--- src/rtl/ssd_scan_driver_if.sv ---
// ssd_scan_driver_if
//   Bundles the display-facing signals of the seven-segment scan driver.
//   Signals:
//     ssd        [19:0] four 5-bit symbol codes, [19:15] = digit 3 (leftmost)
//     blink_mask [3:0]  per-digit blink enable, bit i = digit i
//     alert             whole-display blink request
//     AN         [3:0]  active-low anodes, AN[i] = digit i
//     seven_out  [6:0]  active-low segments {a,b,c,d,e,f,g}
//   Modports:
//     master - the producer of symbol codes (drives codes, reads display)
//     slave  - the scan driver itself
interface ssd_scan_driver_if;
   logic [19:0] ssd;
   logic [3:0]  blink_mask;
   logic        alert;
   logic [3:0]  AN;
   logic [6:0]  seven_out;

   modport master (
      output ssd,
      output blink_mask,
      output alert,
      input  AN,
      input  seven_out
   );

   modport slave (
      input  ssd,
      input  blink_mask,
      input  alert,
      output AN,
      output seven_out
   );
endinterface

--- src/rtl/ssd_scan_driver.sv ---
// ssd_scan_driver
//   Time-multiplexed driver for a four-digit common-anode seven-segment
//   display. Each digit slot lasts REFRESH_DIV clocks; the first DEAD_CYC
//   clocks of a slot keep all anodes off to avoid ghosting. Digits are
//   scanned 3,2,1,0. Symbol codes are captured into a frame buffer only at
//   the end of a full scan so a frame never mixes old and new codes.
//   Optional blinking is built only when the macro SSD_BLINK_EN is defined.
//   Ports:
//     clk  system clock
//     rst  asynchronous active-high reset
//     bus  ssd_scan_driver_if.slave (ssd, blink_mask, alert in; AN, seven_out out)
//   Parameters:
//     REFRESH_DIV clocks per digit slot
//     DEAD_CYC    anode-off clocks at slot start (must be < REFRESH_DIV)
//     BLINK_DIV   clocks per blink half-period
module ssd_scan_driver #(
   parameter int REFRESH_DIV = 50000,
   parameter int DEAD_CYC    = 500,
   parameter int BLINK_DIV   = 25000000
) (
   input  logic             clk,
   input  logic             rst,
   ssd_scan_driver_if.slave bus
);

   localparam int CNT_W = (REFRESH_DIV > 1) ? $clog2(REFRESH_DIV) : 1;
   localparam logic [4:0] BLANK_CODE = 5'd19;

   // Symbol code to active-low segment pattern {a,b,c,d,e,f,g}.
   function automatic logic [6:0] seg_decode(input logic [4:0] code);
      logic [6:0] seg;
      case (code)
         5'd0:    seg = 7'b0000001;
         5'd1:    seg = 7'b1001111;
         5'd2:    seg = 7'b0010010;
         5'd3:    seg = 7'b0000110;
         5'd4:    seg = 7'b1001100;
         5'd5:    seg = 7'b0100100;
         5'd6:    seg = 7'b0100000;
         5'd7:    seg = 7'b0001111;
         5'd8:    seg = 7'b0000000;
         5'd9:    seg = 7'b0000100;
         5'd10:   seg = 7'b0110001; // C
         5'd11:   seg = 7'b1110001; // L
         5'd12:   seg = 7'b0100100; // S
         5'd13:   seg = 7'b1000010; // d
         5'd14:   seg = 7'b0000001; // O
         5'd15:   seg = 7'b0011000; // P
         5'd16:   seg = 7'b0110000; // E
         5'd17:   seg = 7'b1101010; // n
         5'd18:   seg = 7'b1111110; // dash
         5'd20:   seg = 7'b1101000; // h
         default: seg = 7'b1111111; // 19 and 21-31 are blank
      endcase
      return seg;
   endfunction

   logic [CNT_W-1:0] cnt_r;
   logic [1:0]       idx_r;
   logic [19:0]      fb_ssd_r;
   logic [3:0]       an_r;
   logic [6:0]       seg_r;
   logic             wrap_s;
   logic             latch_s;
   logic [4:0]       code_s;
   logic             blank_s;
   logic [3:0]       an_next_s;
   logic [6:0]       seg_next_s;

   assign wrap_s  = (cnt_r == CNT_W'(REFRESH_DIV - 1));
   assign latch_s = wrap_s && (idx_r == 2'd0);

   // Slot counter, digit index and end-of-scan frame buffer capture.
   always_ff @(posedge clk or posedge rst) begin
      if (rst) begin
         cnt_r    <= '0;
         idx_r    <= 2'd3;
         fb_ssd_r <= {4{BLANK_CODE}};
      end else begin
         if (wrap_s) begin
            cnt_r <= '0;
            idx_r <= idx_r - 2'd1;   // 0 wraps naturally to 3
         end else begin
            cnt_r <= cnt_r + CNT_W'(1);
         end
         if (latch_s) begin
            fb_ssd_r <= bus.ssd;
         end
      end
   end

`ifdef SSD_BLINK_EN
   localparam int BLK_W = (BLINK_DIV > 1) ? $clog2(BLINK_DIV) : 1;

   logic [BLK_W-1:0] bcnt_r;
   logic             phase_r;
   logic [3:0]       fb_mask_r;
   logic             fb_alert_r;

   // Free-running blink timer; phase 1 = digits on, 0 = blinkable digits off.
   always_ff @(posedge clk or posedge rst) begin
      if (rst) begin
         bcnt_r  <= '0;
         phase_r <= 1'b1;
      end else if (bcnt_r == BLK_W'(BLINK_DIV - 1)) begin
         bcnt_r  <= '0;
         phase_r <= ~phase_r;
      end else begin
         bcnt_r  <= bcnt_r + BLK_W'(1);
      end
   end

   // Blink controls are buffered together with the codes.
   always_ff @(posedge clk or posedge rst) begin
      if (rst) begin
         fb_mask_r  <= 4'b0000;
         fb_alert_r <= 1'b0;
      end else if (latch_s) begin
         fb_mask_r  <= bus.blink_mask;
         fb_alert_r <= bus.alert;
      end else begin
         fb_mask_r  <= fb_mask_r;
         fb_alert_r <= fb_alert_r;
      end
   end

   // Blank the active digit during the off phase if it or the whole display blinks.
   always_comb begin
      blank_s = 1'b0;
      if (!phase_r) begin
         blank_s = fb_mask_r[idx_r] | fb_alert_r;
      end else begin
         blank_s = 1'b0;
      end
   end
`else
   logic unused_blink_s;
   assign unused_blink_s = ^{bus.blink_mask, bus.alert};

   // Without blinking no digit is ever blanked.
   always_comb begin
      blank_s = 1'b0;
   end
`endif

   // Next anode/segment values from the current slot state and frame buffer.
   always_comb begin
      code_s     = BLANK_CODE;
      an_next_s  = 4'b1111;
      seg_next_s = 7'b1111111;
      case (idx_r)
         2'd3:    code_s = fb_ssd_r[19:15];
         2'd2:    code_s = fb_ssd_r[14:10];
         2'd1:    code_s = fb_ssd_r[9:5];
         2'd0:    code_s = fb_ssd_r[4:0];
         default: code_s = BLANK_CODE;
      endcase
      if (cnt_r < CNT_W'(DEAD_CYC)) begin
         an_next_s = 4'b1111;
      end else begin
         an_next_s = ~(4'b0001 << idx_r);
      end
      if (blank_s) begin
         seg_next_s = 7'b1111111;
      end else begin
         seg_next_s = seg_decode(code_s);
      end
   end

   // Output registers; reset forces the display dark immediately.
   always_ff @(posedge clk or posedge rst) begin
      if (rst) begin
         an_r  <= 4'b1111;
         seg_r <= 7'b1111111;
      end else begin
         an_r  <= an_next_s;
         seg_r <= seg_next_s;
      end
   end

   assign bus.AN        = an_r;
   assign bus.seven_out = seg_r;

endmodule

--- src/flat_wrapper.sv ---
// flat-port wrapper written by rule: the top's interface ports become plain ports
module ssd_scan_driver_flat 
#(
   parameter int REFRESH_DIV = 50000,
   parameter int DEAD_CYC    = 500,
   parameter int BLINK_DIV   = 25000000
)
  (clk, rst, bus_ssd, bus_blink_mask, bus_alert, bus_AN, bus_seven_out);
  ssd_scan_driver_if bus_i ();
  input  logic clk;
  input  logic rst;
  input wire logic [$bits(bus_i.ssd)-1:0] bus_ssd;
  input wire logic [$bits(bus_i.blink_mask)-1:0] bus_blink_mask;
  input wire logic [$bits(bus_i.alert)-1:0] bus_alert;
  output wire logic [$bits(bus_i.AN)-1:0] bus_AN;
  output wire logic [$bits(bus_i.seven_out)-1:0] bus_seven_out;
  assign bus_i.ssd = bus_ssd;
  assign bus_i.blink_mask = bus_blink_mask;
  assign bus_i.alert = bus_alert;
  assign bus_AN = bus_i.AN;
  assign bus_seven_out = bus_i.seven_out;
  ssd_scan_driver #(.REFRESH_DIV(REFRESH_DIV), .DEAD_CYC(DEAD_CYC), .BLINK_DIV(BLINK_DIV)) u_core (.clk(clk), .rst(rst), .bus(bus_i));
endmodule
--- config.mk ---
export PLATFORM = sky130hd
export DESIGN_NAME = ssd_scan_driver_flat
export DESIGN_NICKNAME = d
export VERILOG_FILES = /design/src/rtl/ssd_scan_driver_if.sv /design/src/rtl/ssd_scan_driver.sv /design/src/flat_wrapper.sv
export SDC_FILE = /design/constraint.sdc
export NUM_CORES = 1
export LEC_CHECK = 0
export ABC_AREA = 1
export BUFFER_PORTS_ARGS = -buffer_cell sky130_fd_sc_hd__clkbuf_2
export CORE_ASPECT_RATIO = 0.75
export CORE_MARGIN = 2
export CORE_UTILIZATION = 55
export DETAILED_ROUTE_END_ITERATION = 10
export GPL_ROUTABILITY_DRIVEN = 0
export PLACE_DENSITY = 0.77
export SYNTH_ARGS = -nofsm -noshare
export SYNTH_HDL_FRONTEND = slang
export SYNTH_SLANG_ARGS = --single-unit
export TNS_END_PERCENT = 10
--- constraint.sdc ---
create_clock -name clk -period 5.35 [get_ports clk]
set_input_delay 1.07 -clock clk [delete_from_list [all_inputs] [get_ports clk]]
set_output_delay 1.07 -clock clk [all_outputs]
set_load 0.02 [all_outputs]
==> results of run 1 <==
## per-layer routing
metal	track usage, %	share of wire (%)
met2	29.6	40
met1	32.2	52
met4	7.54	1.8
met3	4.46	6.3
met5	0	0
## cells in the mapped netlist
cell type / number / area share, %
nand2_2: 3 / 0.69
nor3_2: 1 / 0.37
xor2_1: 6 / 1.9
o21bai_1: 2 / 0.55
ha_1: 13 / 6.0
or2_2: 1 / 0.23
nand2_4: 1 / 0.42
o21ai_2: 1 / 0.32
dfrtp_1: 24 / 22
nor2_2: 6 / 1.4
buf_6: 5 / 2.1
nand2_1: 136 / 19
a31oi_1: 1 / 0.23
nor4_1: 1 / 0.23
dfstp_2: 25 / 24
clkinv_2: 1 / 0.18
nor2_1: 23 / 3.2
inv_2: 2 / 0.28
o22ai_2: 1 / 0.46
nand3_2: 1 / 0.37
nor2_4: 2 / 0.83
o211ai_1: 1 / 0.28
nand3_1: 29 / 5.4
inv_1: 35 / 4.8
o21ai_0: 9 / 1.7
a22oi_1: 1 / 0.28
nor3_1: 5 / 0.92
nand4_1: 3 / 0.69
o21bai_2: 1 / 0.42
a21oi_1: 3 / 0.55
## power by group through the flow
| stage | clock network (mW) | registers (mW) | logic, mW |
|---|---|---|---|
| 4_1_cts | 0.226 | 0.371 | 0.0151 |
| 5_1_grt | 0.245 | 0.371 | 0.0167 |
| 6_report | 0.220 | 0.371 | 0.0143 |
| 2_1_floorplan | 0 | 0.378 | 0.00526 |
| 3_5_place_dp | 0 | 0.378 | 0.0151 |
| 3_3_place_gp | 0 | 0.378 | 0.0146 |
## critical path, stage by stage (launching register included)
cell and delay, ps:
dfstp_2 580, ha_1 310, nand2_1 80, nand2_1 70, nor2_1 40, nor2_1 290
inv_1 180, ha_1 330, nand3_1 110, nand3_1 80, nand2_1 70, nand2_1 50
nand2_1 70
## cells by family (layout without fill, tap and decap cells)
group	after synthesis	count (layout)
AO/OA/AOI/OAI	20	20
flip-flops	49	49
adder cells (fa/ha/maj)	13	13
buffers and inverters	43	78
AND/OR/NAND/NOR	212	212
XOR/XNOR	6	6
## final timing paths
kind | from | endpoint | slack [ps] | cells past startpoint
min in group asynchronous | rst | u_core.cnt_r[6] | 980 | 2
hold / removal | u_core.fb_ssd_r[11] | u_core.fb_ssd_r[11] | 470 | 2
setup / recovery | u_core.idx_r[1] | u_core.bus.seven_out[3] | 3030 | 12
hold reg to reg | u_core.fb_ssd_r[11] | u_core.fb_ssd_r[11] | 470 | 2
max in group asynchronous | rst | u_core.fb_ssd_r[8] | 3760 | 2
setup reg to reg | u_core.idx_r[1] | u_core.bus.seven_out[3] | 3030 | 12
## sequential cells by signal (all words and copies together) (netlist names)
signal / count
u_core.fb_ssd_r: 20
u_core.cnt_r: 16
u_core.bus.seven_out: 7
u_core.bus.AN: 4
u_core.idx_r: 2
## final cells by class
class                   count  area share (%)
flip-flops and latches     49            42.2
multi-input cells         251            42.0
repair buffers             32            5.38
inverters                  38            4.83
clock buffers               8            3.02
well taps                  60            2.52
## layout by cell type (no fill, tap or decap), drive strengths merged, types with 3 or more instances in the layout
| cell | Yosys | layout |
|---|---|---|
| dfrtp | 24 | 24 |
| o21bai | 3 | 3 |
| dfstp | 25 | 25 |
| nor3 | 6 | 6 |
| nand3 | 30 | 30 |
| nor2 | 31 | 31 |
| xor2 | 6 | 6 |
| nand4 | 3 | 3 |
| nand2 | 140 | 140 |
| clkbuf | 0 | 40 |
| inv | 37 | 37 |
| ha | 13 | 13 |
| o21ai | 10 | 10 |
| a21oi | 3 | 3 |
## metrics by stage
stage,area (sq um),instances
final,2980,438
after global routing,2980,438
after CTS,2980,438
after detailed placement,2890,430
after global placement,2890,430
after floorplan,2710,343
==> impl_metrics.toml, run 1 <==
[synthesis]
synth_xor_area_share_pct = 1.94
synth_seq_cells = 49
yosys.area_share.simple_pct = 33.5
syn_avg_cell_area_sq_um = 7.90
synth.distinct_cells = 30
synth_top_family_by_area = "simple AND/OR/NAND/NOR gates"
synth_cells = 343
synth_compound_area_share_pct = 4.76
yosysSeqAreaShare_pct = 46.4
synth_adder_area_share_pct = 6.00
muxShareOfSynthArea_pct = 0
synthesis.area_sq_um = 2710
syn-num-nets = 383
ys_warn_count = 0

[power]
leakage_nw = 1.52
p_int_mw = 0.482
switching_share_pct = 20.3
powerDensity_nw_per_um2 = 203
p_sw_mw = 0.123
p_total_mw = 0.605
irDropWorstVdd_mv = 0.170
clockPowerShare_pct = 36.3
power_frac_comb_pct = 2.4
p_seq_share_pct = 61.3

[timing]
slew_viol_final = 0
relSlewSlack_pct = 35.0
tns_ps = 0
setup_viol = 0
hold_viol_final = 0
skew_ps = 7.93
post-route-min-period_ps = 2320
timing.fmax_mhz = 431
final.period_utilization_pct = 43.4
rsz0062_at_grt = "false"
tightest_slew_ps = 973
setup_ws_ps = 3030
holdWs_ps = 466

[cts]
h-tree-depth = 2
cts-buffers-inserted = 5
cts_root_buf = "clkbuf_8"
post_cts_hold_buffer_count = 0
path_clk_slew_ps = 80
clock-sinks = 49
clk_latency_ps = 290
cts_resized = 0
cts_tree = "built"
clockBufferDepth = 2
postCtsSetupBuffers = 0

[grt]
grtUsageTotal_pct = 21.1
antenna_found_initial = 0
grt_start_max_net_pins = 50
grt_overflow_total = 0
grt_pass1_vias = 2035
grt_pass1_wl_um = 9200

[worst_setup_path]
critPathLaunchType = "flip-flop"
critPathMaxFanout = 6
crit_arrival_ps = 2560
cp-end-kind = "flip-flop"
crit_required_ps = 5590
critPathKind = "flip-flop to flip-flop"

[floorplan]
die_w_um = 85.1
pin_count = 38
core_sq_um = 4820
die_y_um = 64.8
die_area_sq_um = 5510
num_rows = 22
start_util_pct = 56.3

[layout]
seqCellArea_sq_um = 1260
nets = 417
fin_util_pct = 61.8
fillCellCount = 443
drive_gt1_share_pct = 22.5
insertedDiodeCount = 0
syn_to_final_growth_pct = 9.93
multi_input_area_sq_um = 1250

[routing]
wl_per_cell_um = 11.8
drtAntennaViolNets = 0
wirelength_um = 5150
first_pass_iters = 5
vias = 2271
drc = 0
drt_iter0_markers = 240
via_per_inst = 5.18

[place]
port_buffers = 32
dpl.hpwl_um = 3800
dp_slack_ps = 3080

[run]
cap_violations = 0

[outcome]
status = "finished clean"

[min_path]
hold_path.class = "flip-flop to flip-flop"
Power figures use the tool's default switching activity.
==> run 2, diff against run 1 <==
==> constraint.sdc (replaced) <==
create_clock -name clk -period 2.15 [get_ports clk]
set_input_delay 0.43 -clock clk [delete_from_list [all_inputs] [get_ports clk]]
set_output_delay 0.43 -clock clk [all_outputs]
set_load 0.02 [all_outputs]
==> run 2 against run 1 <==
Cell count grew 2.1%. Core utilization is 2.4 points higher. Design area grew 3.9%. Clock power increased to 3.1 times the previous value. Critical endpoint unchanged. Largest power group unchanged. Highest routed layer unchanged.
==> impl_metrics.toml, run 2 (synthesized netlist as in run 1, its figures left out) <==
[timing]
hold_viol_final = 0
tightest_slew_ps = 584
setup_viol = 0
skew_ps = 8.31
relSlewSlack_pct = 61.0
final.period_utilization_pct = 94.0
slew_viol_final = 0
timing.fmax_mhz = 495
rsz0062_at_grt = "false"
post-route-min-period_ps = 2020
tns_ps = 0

[worst_setup_path]
crit_top_cell = "nand2_1"
cp.depth = 12
cp-end-kind = "flip-flop"
r2r_slack_ps = 130
critPathKind = "flip-flop to flip-flop"
critPathMaxFanout = 5
path_cells = "inv_1 > ha_2 > nand2_1 > nand2_1 > o21bai_1 > buf_4 > ha_2 > nand3_1 > nand3_1 > nand2_1 > nand2_1 > nand2_1"
critPathTopFamily = "flip-flops"
crit_required_ps = 2390
worstReg2RegStart = "u_core.idx_r[0]"
crit_path_top_delay_cell = "dfstp_2"
cp_slowest_stage_delay_ps = 570
critPathBufInv = 2
ff2ff_path_depth = 12
crit_arrival_ps = 2260
r2r_end = "u_core.bus.seven_out[3]"
critPathLaunchType = "flip-flop"

[floorplan]
pin_count = 38
die_y_um = 64.8
core_sq_um = 4820
num_rows = 22
die_w_um = 85.1
die_area_sq_um = 5510
start_util_pct = 56.3

[routing]
wl_per_cell_um = 12.2
m1WireLength_um = 2760
drc = 0
via_per_inst = 5.06
topRoutingLayerUsed = "met4"
wl_met2_um = 2290
first_pass_iters = 7
drtAntennaViolNets = 0
vias = 2263
drt_iter0_markers = 222
wl_met3_um = 344
wirelength_um = 5460

[layout]
fillCellCount = 415
nets = 426
final_common_cell = "nand2_1"
top_register = "u_core.fb_ssd_r"
insertedDiodeCount = 0
largest_reg_flops = 20
fin_cells = 447
final_cell_mix = "nand2_1, inv_1, clkbuf_2, nand3_1, dfstp_2"
fin_util_pct = 64.2
drive_gt1_share_pct = 26.4
syn_to_final_growth_pct = 14.2

[min_path]
hold_path.class = "input port to async pin"

[cts]
cts_root_buf = "clkbuf_8"
clockBufferDepth = 2
h-tree-depth = 2
clock-sinks = 49
cts-buffers-inserted = 5
path_clk_slew_ps = 90
post_cts_hold_buffer_count = 0
postCtsSetupBuffers = 0
cts_tree = "built"
clk_latency_ps = 300

[grt]
grt_overflow_total = 0
grt_start_max_net_pins = 50
grt_pass1_vias = 2018
grt_pass1_wl_um = 9200
grtUsageTotal_pct = 21.1
antenna_found_initial = 0

[power]
p_total_mw = 1.63
powerDensity_nw_per_um2 = 528
leakage_nw = 1.58
irDropWorstVdd_mv = 0.637

[place]
dpl.hpwl_um = 3960
port_buffers = 32
place_inst = 439

[run]
cap_violations = 0

[outcome]
status = "finished clean"
-- run 2: changes by cell type in the layout (fill, tap and decap cells not counted), sizes merged --
cell and delta:
buf +9, bufinv +1, clkbuf -1
-- run 2: metrics by stage --
step	setup slack (ps)	instance area [sq um]	hold WS (ps)
floorplan	175	2710	433
global placement	142	2960	450
detailed placement	111	2960	453
CTS	65.7	3070	280
global route	1.02	3090	299
finish	129	3090	255
-- run 2: how the worst max path moves through the flow --
stage | startpoint | end | slack (ps)
global route | u_core.idx_r[1] | u_core.bus.seven_out[3] | 1
floorplan | u_core.idx_r[0] | u_core.bus.seven_out[0] | 170
finish | u_core.idx_r[0] | u_core.bus.seven_out[3] | 130
global placement | u_core.idx_r[0] | u_core.bus.seven_out[0] | 140
CTS | u_core.idx_r[0] | u_core.bus.seven_out[5] | 70
detailed placement | u_core.idx_r[0] | u_core.bus.seven_out[2] | 110
-- run 2: repair_timing --
action	4_1_cts	5_1_grt
resized for setup	0	8
endpoints found under the setup margin	0	7
hold endpoints to repair	0	0
-- run 2: area by class of cell --
class	count	area, sq um	area share [%]
Clock buffer	7	86.3	2.79
Clock inverter	1	30.0	0.970
Inverter	38	144	4.65
Multi-Input combinational cell	251	1270	41.2
Sequential cell	49	1260	40.6
Tap cell	60	75.1	2.43
Timing Repair Buffer	41	228	7.36
-- run 2: layer usage --
layer	global-route usage, %	vias to the layer above
met2	30.1	86
met1	32.7	1020
met5	0	-
met4	5.56	0
met3	4.08	7
li1	-	1150
-- run 2: power by group --
| part | switching, mW | total (mW) | internal [mW] |
|---|---|---|---|
| clock network | 0.293 | 0.672 | 0.379 |
| registers | 0 | 0.923 | 0.923 |
| logic | 0.0219 | 0.0365 | 0.0146 |
-- run 2: worst register-to-register path, delay by kind of cell (launching register included) --
family / cells / cell delay, ps
adder cells (fa/ha/maj): 2 / 500
flip-flops: 1 / 570
AND/OR/NAND/NOR: 7 / 520
buffers and inverters: 2 / 250
AO/OA/AOI/OAI: 1 / 130
==> run 3, diff against run 2 <==
--- a/config.mk
+++ b/config.mk
@@ -9,10 +9,10 @@
 export BUFFER_PORTS_ARGS = -buffer_cell sky130_fd_sc_hd__clkbuf_2
 export CORE_ASPECT_RATIO = 0.75
 export CORE_MARGIN = 2
-export CORE_UTILIZATION = 55
+export CORE_UTILIZATION = 57
 export DETAILED_ROUTE_END_ITERATION = 10
 export GPL_ROUTABILITY_DRIVEN = 0
-export PLACE_DENSITY = 0.77
+export PLACE_DENSITY = 0.79
 export SYNTH_ARGS = -nofsm -noshare
 export SYNTH_HDL_FRONTEND = slang
 export SYNTH_SLANG_ARGS = --single-unit
==> run 3 against run 2 <==
Clock power up 15%. Worst hold slack worse by 200 ps. First-iteration DRC count up 26%. Critical path depth unchanged. Register-to-register slack better by 20 ps.
==> impl_metrics.toml, run 3 (synthesized netlist as in run 1, its figures left out) <==
[timing]
slew_viol_final = 0
skew_ps = 6.07
hold_viol_final = 0
tightest_slew_ps = 491
relSlewSlack_pct = 66.9
holdWs_ps = 54.3
final.period_utilization_pct = 93.0
post-route-min-period_ps = 2000
setup_ws_ps = 150
setup_viol = 0
timing.fmax_mhz = 500
tns_ps = 0

[routing]
first_pass_iters = 5
vias = 2343
drc = 0
wirelength_um = 5790
drtAntennaViolNets = 0
wl_per_cell_um = 12.9
drt_iter0_markers = 280
via_per_inst = 5.23

[worst_setup_path]
r2r_end = "u_core.bus.seven_out[6]"
crit_arrival_ps = 2240
crit_required_ps = 2390
worstReg2RegStart = "u_core.idx_r[1]"
path_cells = "inv_1 > ha_2 > nand2_1 > nand2_1 > nor2_1 > nor2_2 > buf_4 > ha_1 > nand3_1 > nand3_1 > nand3_1 > nand2_1"
crit_path_top_delay_cell = "dfstp_2"
cp_slowest_stage_delay_ps = 570
critPathMaxFanout = 4
cp-end-kind = "flip-flop"
critPathLaunchType = "flip-flop"
r2r_slack_ps = 150
critPathKind = "flip-flop to flip-flop"
ff2ff_path_depth = 12

[floorplan]
start_util_pct = 60.0
die_w_um = 83.6
pin_count = 38
core_sq_um = 4520
die_y_um = 63.7
num_rows = 21
die_area_sq_um = 5330

[layout]
multi_input_area_sq_um = 1310
fin_util_pct = 70.6
drive_gt1_share_pct = 27.6
insertedDiodeCount = 0
largest_reg_flops = 20
seqCellArea_sq_um = 1260
final_cell_mix = "nand2_1, inv_1, clkbuf_2, nand3_1, dfstp_2"
fillCellCount = 362
fin_cells = 448
fin_area_sq_um = 3190
top_register = "u_core.fb_ssd_r"
syn_to_final_growth_pct = 17.7
nets = 430
final_common_cell = "nand2_1"

[cts]
cts-buffers-inserted = 5
h-tree-depth = 2
cts_root_buf = "clkbuf_8"
cts_tree = "built"
clk_latency_ps = 310
clock-sinks = 49
post_cts_hold_buffer_count = 0
path_clk_slew_ps = 90
clockBufferDepth = 2

[min_path]
hold_path.class = "input port to async pin"

[place]
dp_slack_ps = -8.45
place_inst = 437
dpl.hpwl_um = 4130
port_buffers = 32
place_area_sq_um = 2960

[run]
cap_violations = 0

[power]
powerDensity_nw_per_um2 = 544
irDropWorstVdd_mv = 0.431
leakage_nw = 1.63
p_total_mw = 1.74

[grt]
grt_start_max_net_pins = 21
grt_overflow_total = 0
grt_pass1_vias = 2143
grtUsageTotal_pct = 23.5
grt_pass1_wl_um = 9850
antenna_found_initial = 0

[outcome]
status = "finished clean"
[run 3: changes by cell type in the layout (fill, tap and decap cells not counted), sizes merged]
cell	change
bufinv	+1
clkinv	+1
buf	+4
clkbuf	-2
[run 3: routing by layer]
metal	GRT usage [%]	up-vias	wire, um
met1	35.8	1071	2850
met4	7.66	0	72
met3	5.11	7	406
met5	0	-	0
li1	-	1162	-
met2	33.1	103	2460
[run 3: worst max-delay path by stage]
| stage | startpoint | slack, ps | endpoint | cells after the start |
|---|---|---|---|---|
| after floorplan | u_core.idx_r[0] | 170 | u_core.bus.seven_out[0] | 12 |
| after global placement | u_core.idx_r[0] | 80 | u_core.bus.seven_out[0] | 11 |
| after detailed placement | u_core.idx_r[0] | -8 | u_core.bus.seven_out[2] | 11 |
| after CTS | u_core.idx_r[0] | 40 | u_core.bus.seven_out[2] | 13 |
| after global routing | u_core.idx_r[1] | -2 | u_core.bus.seven_out[3] | 14 |
| final | u_core.idx_r[1] | 150 | u_core.bus.seven_out[6] | 12 |
[run 3: layout make-up]
cell class                      instances  area share [%]
Clock inverter                          3            2.04
Tap cell                               57            2.24
Clock buffer                            5            2.16
Multi-Input combinational cell        251            41.2
Inverter                               38            4.51
Timing Repair Buffer                   45            8.47
Sequential cell                        49            39.4
[run 3: where the power goes]
part	leakage [nW]	internal, mW	switching (mW)
Clock	0.0681	0.462	0.312
Sequential	0.542	0.923	0
Combinational	1.02	0.0158	0.0224
[run 3: timing repair]
| item | CTS | global route |
|---|---|---|
| pin swaps | 0 | 1 |
| endpoints found under the hold margin | 0 | 0 |
| buffers inserted | 0 | 3 |
| resized for setup | 1 | 12 |
| setup endpoints to repair | 2 | 7 |
[run 3: critical path: cells and delay by family, from the launching register on]
family	cells	cell delay, ps
adder cells (fa/ha/maj)	2	440
buffers and inverters	2	240
flip-flops	1	570
AND/OR/NAND/NOR	8	670
